**src/rtl/stream_pkg.sv**
```systemverilog
// Shared types for the packed-beat stream path: default geometry, beat/item types, FSM states.
package stream_pkg;

  localparam int unsigned DATA_W_DEF = 8;
  localparam int unsigned LANES_DEF  = 3;
  localparam int unsigned CNT_W_LANE = $clog2(LANES_DEF + 1);

  typedef struct packed {
    logic [LANES_DEF-1:0][DATA_W_DEF-1:0] data;
    logic [CNT_W_LANE-1:0]                cnt;
  } packed_beat_t;

  typedef logic [DATA_W_DEF-1:0] item_t;

  typedef enum logic {
    IDLE  = 1'b0,
    DRAIN = 1'b1
  } state_t;

endpackage

```
**src/rtl/stream_unpacker.sv**
```systemverilog
// Re-serialises packed multi-lane beats into one item per cycle over a valid/ready stream.
// Holds one beat; the last-lane fire can accept the next beat in the same cycle (no bubble).
module stream_unpacker
  import stream_pkg::*;
#(
  parameter int unsigned DATA_W = DATA_W_DEF,
  parameter int unsigned LANES  = LANES_DEF,
  parameter int unsigned CNT_W  = 16
) (
  input  logic                       clock,
  input  logic                       reset,
  input  logic                       in_valid,
  output logic                       in_ready,
  input  logic [LANES*DATA_W-1:0]    in_bits_data,
  input  logic [$clog2(LANES+1)-1:0] in_bits_cnt,
  output logic                       out_valid,
  input  logic                       out_ready,
  output logic [DATA_W-1:0]          out_bits,
  output logic                       out_last,
  output logic                       err_cnt,
  output logic [CNT_W-1:0]           in_beats,
  output logic [CNT_W-1:0]           out_items
);

  localparam int unsigned CW    = $clog2(LANES + 1);
  localparam int unsigned IDX_W = (LANES > 1) ? $clog2(LANES) : 1;

  state_t                       r_state, w_state_nxt;
  logic [LANES-1:0][DATA_W-1:0] r_data, w_data_nxt;
  logic [CW-1:0]                r_cnt, w_cnt_nxt, w_cnt_clamp;
  logic [IDX_W-1:0]             r_idx, w_idx_nxt;
  logic                         r_live;
  logic                         r_err, w_err_nxt;
  logic [CNT_W-1:0]             r_in_beats, r_out_items;

  logic w_busy, w_last, w_fire, w_acc, w_cnt_zero, w_cnt_over;

  assign w_busy     = (r_state == DRAIN);
  assign w_last     = w_busy && ((CW'(r_idx) + CW'(1)) == r_cnt);
  assign w_fire     = w_busy && out_ready;
  // r_live keeps in_ready low while reset is held and releases it one edge later
  assign in_ready   = r_live && (!w_busy || (w_fire && w_last));
  assign w_acc      = in_valid && in_ready;

  assign w_cnt_zero  = (in_bits_cnt == '0);
  assign w_cnt_over  = (int'(in_bits_cnt) > int'(LANES));
  assign w_cnt_clamp = w_cnt_over ? CW'(LANES) : in_bits_cnt;

  always_comb begin
    w_state_nxt = r_state;
    w_data_nxt  = r_data;
    w_cnt_nxt   = r_cnt;
    w_idx_nxt   = r_idx;
    w_err_nxt   = r_err;

    if (w_fire && !w_last) begin
      w_idx_nxt = r_idx + IDX_W'(1);
    end

    if (w_acc) begin
      if (w_cnt_zero || w_cnt_over) begin
        w_err_nxt = 1'b1;
      end
      if (w_cnt_zero) begin
        w_state_nxt = IDLE;
      end else begin
        w_state_nxt = DRAIN;
        w_data_nxt  = in_bits_data;
        w_cnt_nxt   = w_cnt_clamp;
        w_idx_nxt   = '0;
      end
    end else if (w_fire && w_last) begin
      w_state_nxt = IDLE;
    end
  end

  always_ff @(posedge clock or posedge reset) begin
    if (reset) begin
      r_state     <= IDLE;
      r_data      <= '0;
      r_cnt       <= '0;
      r_idx       <= '0;
      r_live      <= 1'b0;
      r_err       <= 1'b0;
      r_in_beats  <= '0;
      r_out_items <= '0;
    end else begin
      r_state <= w_state_nxt;
      r_data  <= w_data_nxt;
      r_cnt   <= w_cnt_nxt;
      r_idx   <= w_idx_nxt;
      r_live  <= 1'b1;
      r_err   <= w_err_nxt;
      if (w_acc) begin
        r_in_beats <= r_in_beats + CNT_W'(1);
      end
      if (w_fire) begin
        r_out_items <= r_out_items + CNT_W'(1);
      end
    end
  end

  assign out_valid = w_busy;
  assign out_bits  = w_busy ? r_data[r_idx] : '0;
  assign out_last  = w_last;
  assign err_cnt   = r_err;
  assign in_beats  = r_in_beats;
  assign out_items = r_out_items;

endmodule

```
**config.mk**
```make
export PLATFORM = sky130hd
export DESIGN_NAME = stream_unpacker
export DESIGN_NICKNAME = d
export VERILOG_FILES = /design/src/rtl/stream_pkg.sv /design/src/rtl/stream_unpacker.sv
export SDC_FILE = /design/constraint.sdc
export NUM_CORES = 1
export LEC_CHECK = 0
export ABC_CLOCK_PERIOD_IN_PS = 2800
export CAP_MARGIN = 10
export CELL_PAD_IN_SITES_DETAIL_PLACEMENT = 1
export CELL_PAD_IN_SITES_GLOBAL_PLACEMENT = 1
export CORE_UTILIZATION = 38
export DETAILED_ROUTE_END_ITERATION = 8
export GPL_ROUTABILITY_DRIVEN = 0
export GPL_TIMING_DRIVEN = 1
export PLACE_DENSITY_LB_ADDON = 0.1
export SYNTH_ARGS = -nofsm -noshare
export SYNTH_HDL_FRONTEND = slang
export SYNTH_SLANG_ARGS = --single-unit
```
**constraint.sdc**
```tcl
create_clock -name clock -period 2.8 [get_ports clock]
set_input_delay 0.7 -clock clock [delete_from_list [all_inputs] [get_ports clock]]
set_output_delay 0.7 -clock clock [all_outputs]
set_load 0.01 [all_outputs]
```
**Yosys cells after proc, flatten, opt, wreduce, memory -nomap -nowiden**

Index checks and enable logic that the tools add are counted.

- Input bits: 30
- Output and inout port bits: 44
- Bits in registers: 63

- Reduce and logical (&&, ||, !) cells: 13
- $lt $le $gt $ge: 1
- Muxes and demuxes: 9
- Eq/ne operators: 1
- Bitwise gates (word level): 1
- $add $sub $neg: 3

Operators with widths:

| cell | number |
|---|---|
| $add 16x1->16 const B | 2 |
| $bmux 8 s2 | 1 |
| $mux 8 | 2 |
| $logic_and 1x1->1 | 6 |
| $mux 2 | 3 |
| $reduce_and 2->1 | 2 |
| $lt 2x3->1 const B | 1 |
| $mux 1 | 3 |
| $add 2x1->2 const B | 1 |
| $eq 2x2->1 | 1 |
| $logic_not 1->1 | 2 |
| $logic_not 2->1 | 1 |
| $reduce_bool 2->1 | 1 |
| $logic_or 1x1->1 | 1 |
| $not 1->1 | 1 |

**Logic depth before layout (Yosys ltp)**

- Depth after elaboration: 8
- Gate-level depth with buffers: 7

**Worst setup path before layout**

No wires, ideal clock.

- Path type: register to register
- From: register r_idx[1]
- To: register r_data[0] (netlist bit)
- Library setup time: 125 ps
- Cell stages (with the launch flop): 7
- Period minus slack after synthesis: 2093 ps
- Data arrival time: 1968 ps
- Setup slack: 707 ps
- Cells stage by stage: dfrtp_1 -> xnor2_1 -> mux2_4 -> a21o_4 -> nor2_4 -> buf_6 -> mux2_2

- Word-level cells in the longest chain between the ends: 8

Ends and longest elaborated chain:

| what | line | source |
|---|---|---|
| from (decl) | stream_unpacker.sv:31 | `logic [IDX_W-1:0] r_idx, w_idx_nxt;` |
| from (signal assigned) | stream_unpacker.sv:91 | `r_idx <= w_idx_nxt;` |
| $add 2x1->2 | stream_unpacker.sv:39 | `assign w_last = w_busy && ((CW'(r_idx) + CW'(1)) == r_cnt);` |
| $eq 2x2->1 | stream_unpacker.sv:39 |  |
| $logic_and 1x1->1 | stream_unpacker.sv:39 |  |
| $logic_and 1x1->1 | stream_unpacker.sv:42 | `assign in_ready = r_live && (!w_busy \|\| (w_fire && w_last));` |
| $logic_or 1x1->1 | stream_unpacker.sv:42 |  |
| $logic_and 1x1->1 | stream_unpacker.sv:42 |  |
| $logic_and 1x1->1 | stream_unpacker.sv:43 | `assign w_acc = in_valid && in_ready;` |
| $reduce_and 2->1 (no source line) | n/a |  |
| to (signal assigned) | stream_unpacker.sv:89 | `r_data <= w_data_nxt;` |
| to (decl) | stream_unpacker.sv:29 | `logic [LANES-1:0][DATA_W-1:0] r_data, w_data_nxt;` |

Every way passes these cells.
A chain may end at the register's enable or synchronous reset.

**Final worst setup path**

- From: register r_idx[1]
- To: output port out_bits[5]

- Word-level cells in the longest chain between the ends: 3

Ends and longest elaborated chain:

| what | line | source |
|---|---|---|
| $bmux 8 s2 | stream_unpacker.sv:104 | `assign out_bits = w_busy ? r_data[r_idx] : '0;` |
| $mux 8 (implied by the code) | stream_unpacker.sv:104 |  |
| $mux 8 | stream_unpacker.sv:104 |  |
| to (decl) | stream_unpacker.sv:18 | `output logic [DATA_W-1:0] out_bits,` |

Every way passes these cells. The select of a mux whose other input is x is not followed.

==> results.sh <==
export IMPL_relSlewSlack=0.658
export IMPL_syn_area_per_cell_sq_um=11.5
export IMPL_power_leakage_nw=1.76
export IMPL_status="finished clean"
export IMPL_worst_pin_slew_ns=0.513
export IMPL_yosys_warnings=0
export IMPL_path_clk_slew_ns=0.07
export IMPL_worstPathRequired_ns=2.10
export IMPL_wl_um=6300
export IMPL_finalSetupViolations=0
export IMPL_synth_area_sq_um=2900
export IMPL_max_freq_mhz=372
export IMPL_antenna_found_initial=0
export IMPL_period_share=0.960
export IMPL_async_flop_share=1.00
export IMPL_cts_buffer_depth=2
export IMPL_grt_max_degree=64
export IMPL_timing_hold_violations_final=0
export IMPL_power_density_nw_per_um2=913
export IMPL_ys_seq_elements=63
export IMPL_grt_pass1_wl_um=10400
export IMPL_viasPerCell=4.80
export IMPL_top_level_ports=74
export IMPL_grt_use_total=0.178
export IMPL_rsz0062_at_grt="yes"
export IMPL_final_common_cell="clkdlybuf4s50_1"
export IMPL_endpoint_kind="primary output"
export IMPL_first_iter_violations=87
export IMPL_initial_core_util=0.395
export IMPL_synth_distinct_cells=35
export IMPL_overflow=0
export IMPL_routedWlPerCell_um=14.3
export IMPL_cp_start_kind="flip-flop"
export IMPL_tns_ns=0
export IMPL_first_pass_iters=4
export IMPL_drc=0
export IMPL_vdd_ir_drop_worst_uv=451
export IMPL_clock_sinks=63
export IMPL_layout_common_cells="clkdlybuf4s50_1, dfrtp_1, nand2_1, mux2_2, xnor2_1"
export IMPL_critPathKind="reg2out"
export IMPL_min_period_ns=2.69
export IMPL_finalHoldWorstSlack_ns=0.462
export IMPL_final_layout_size_suffix_gt1_frac=0.164
export IMPL_diodes=0
export IMPL_fp_row_count=31
export IMPL_hold_class="reg2reg"
export IMPL_syn_instance_count=251
export IMPL_insertion_delay_ns=0.34
export IMPL_die_h_um=89.3
export IMPL_critPathArrivalTime_ns=1.99
export IMPL_maxCapViolCount=0
export IMPL_synth_edf_count=0
export IMPL_cts_made_buffers=9
export IMPL_synth_seq_area_share=0.544
export IMPL_slew_viol_final=0
export IMPL_synth_main_ff_cell="dfrtp_1"
export IMPL_fin_ws_ns=0.112
export IMPL_fin_nets=368
export IMPL_vias=2113
export IMPL_dieWidth_um=89.3
export IMPL_crit_fanout=12
export IMPL_grt_pass1_vias=2123
export IMPL_post_cts_buffers=0
export IMPL_core_sq_um=7330
export IMPL_hpwl_um=4430
export IMPL_place_ws_ns=-0.264
export IMPL_synth_fp_nets=283
export IMPL_numPortBuffers=73
export IMPL_cts_tree="done"
export IMPL_areaGrowthSynthToFinish_pct=38.9
export IMPL_dieArea_sq_um=7980
export IMPL_cts_root_buf="clkbuf_8"
export IMPL_ant_nets=0
export IMPL_skew_ns=0.00822
export IMPL_htree_levels=3
export IMPL_holdBufCountCts=0
-- repair_timing --
item / in CTS / in global routing
endpoints found under the setup margin: 7 / 5
gates cloned: 0 / 0
gates resized for setup: 6 / 0
-- layout make-up --
type | instances | area (sq um)
inverter | 4 | 15.0
clock inverter | 3 | 65.1
multi-input combinational | 175 | 1260
fill | 782 | 3300
sequential | 63 | 1580
timing repair buffer | 83 | 827
tap | 99 | 124
clock buffer | 13 | 159
-- synthesized netlist by cell type, types with 2 or more instances --
cell type,count,area share
nand3_1,8,0.014
nand4_1,8,0.017
a21oi_1,3,0.0052
mux2i_1,9,0.031
clkbuf_1,4,0.0052
dfrtp_1,63,0.54
nor3_1,6,0.010
ha_1,2,0.0086
buf_6,3,0.012
nand3b_1,3,0.0078
and3_1,3,0.0065
and2_1,12,0.026
nor2_1,7,0.0091
nor2b_1,2,0.0043
nor4_1,2,0.0043
o21ai_0,10,0.017
nand2_1,32,0.041
buf_1,2,0.0026
mux2_2,24,0.093
inv_1,4,0.0052
xnor2_1,20,0.060
xor2_1,11,0.033
-- final timing paths --
path / to / slack, ns / cells after the start / start
max in group asynchronous: r_idx[0] / 1.76 / 3 / reset
min in group asynchronous: in_beats[3] / 0.75 / 3 / reset
worst min register to register: err_cnt / 0.46 / 1 / err_cnt
worst min-delay path: err_cnt / 0.46 / 1 / err_cnt
worst max register to register: r_data[8] / 0.48 / 7 / r_idx[1]
worst max-delay path: out_bits[5] / 0.11 / 6 / r_idx[1]
-- metal layers --
layer	part of all wire	global-route usage	wire length (um)
met3	0.045	0.0508	286
met2	0.47	0.276	2950
met4	0.015	0.0779	94
met5	0	0	0
met1	0.47	0.232	2970
-- kinds of logic (layout without fill, tap and decap cells) --
logic type	Yosys count	in the layout	synth area share
AO/OA/AOI/OAI	18	18	0.0380
adder cells (fa/ha/maj)	2	2	0.00863
other	1	1	0.00129
buffers and inverters	13	103	0.0246
AND/OR/NAND/NOR	89	89	0.161
multiplexers	34	34	0.129
flip-flops	63	63	0.544
XOR/XNOR	31	31	0.0937
-- power by group --
group / switching, mW / internal [mW] / total (mW) / leakage [nW]
Sequential: 0.268 / 1.20 / 1.47 / 0.793
Clock: 0.339 / 0.550 / 0.889 / 0.114
Combinational: 0.531 / 0.793 / 1.32 / 0.852
Total: 1.14 / 2.54 / 3.68 / 1.76
-- sequential cells by signal, summed over array words and instances (netlist names) --
name	count
err_cnt	1
in_beats	16
out_items	16
out_valid	1
r_cnt	2
r_data	24
r_idx	2
r_live	1
-- per-stage QoR --
stage | utilization | total power [mW] | instance area (sq um) | instances
finish | 0.549 | 3.68 | 4030 | 440
global route | 0.549 | 3.95 | 4030 | 440
CTS | 0.549 | 3.74 | 4030 | 440
detailed placement | 0.518 | 2.83 | 3800 | 424
global placement | 0.518 | 2.79 | 3800 | 424
floorplan | - | 2.21 | 2900 | 251
-- worst max-delay path, cell delays in order, from the launching register on --
cell and delay, ns:
dfrtp_1 0.38, buf_4 0.22, nor2b_4 0.23, nand2_1 0.07
o21ai_0 0.07, and2_1 0.15, clkdlybuf4s50_1 0.53
No activity file was read; power rests on OpenSTA's default activity.
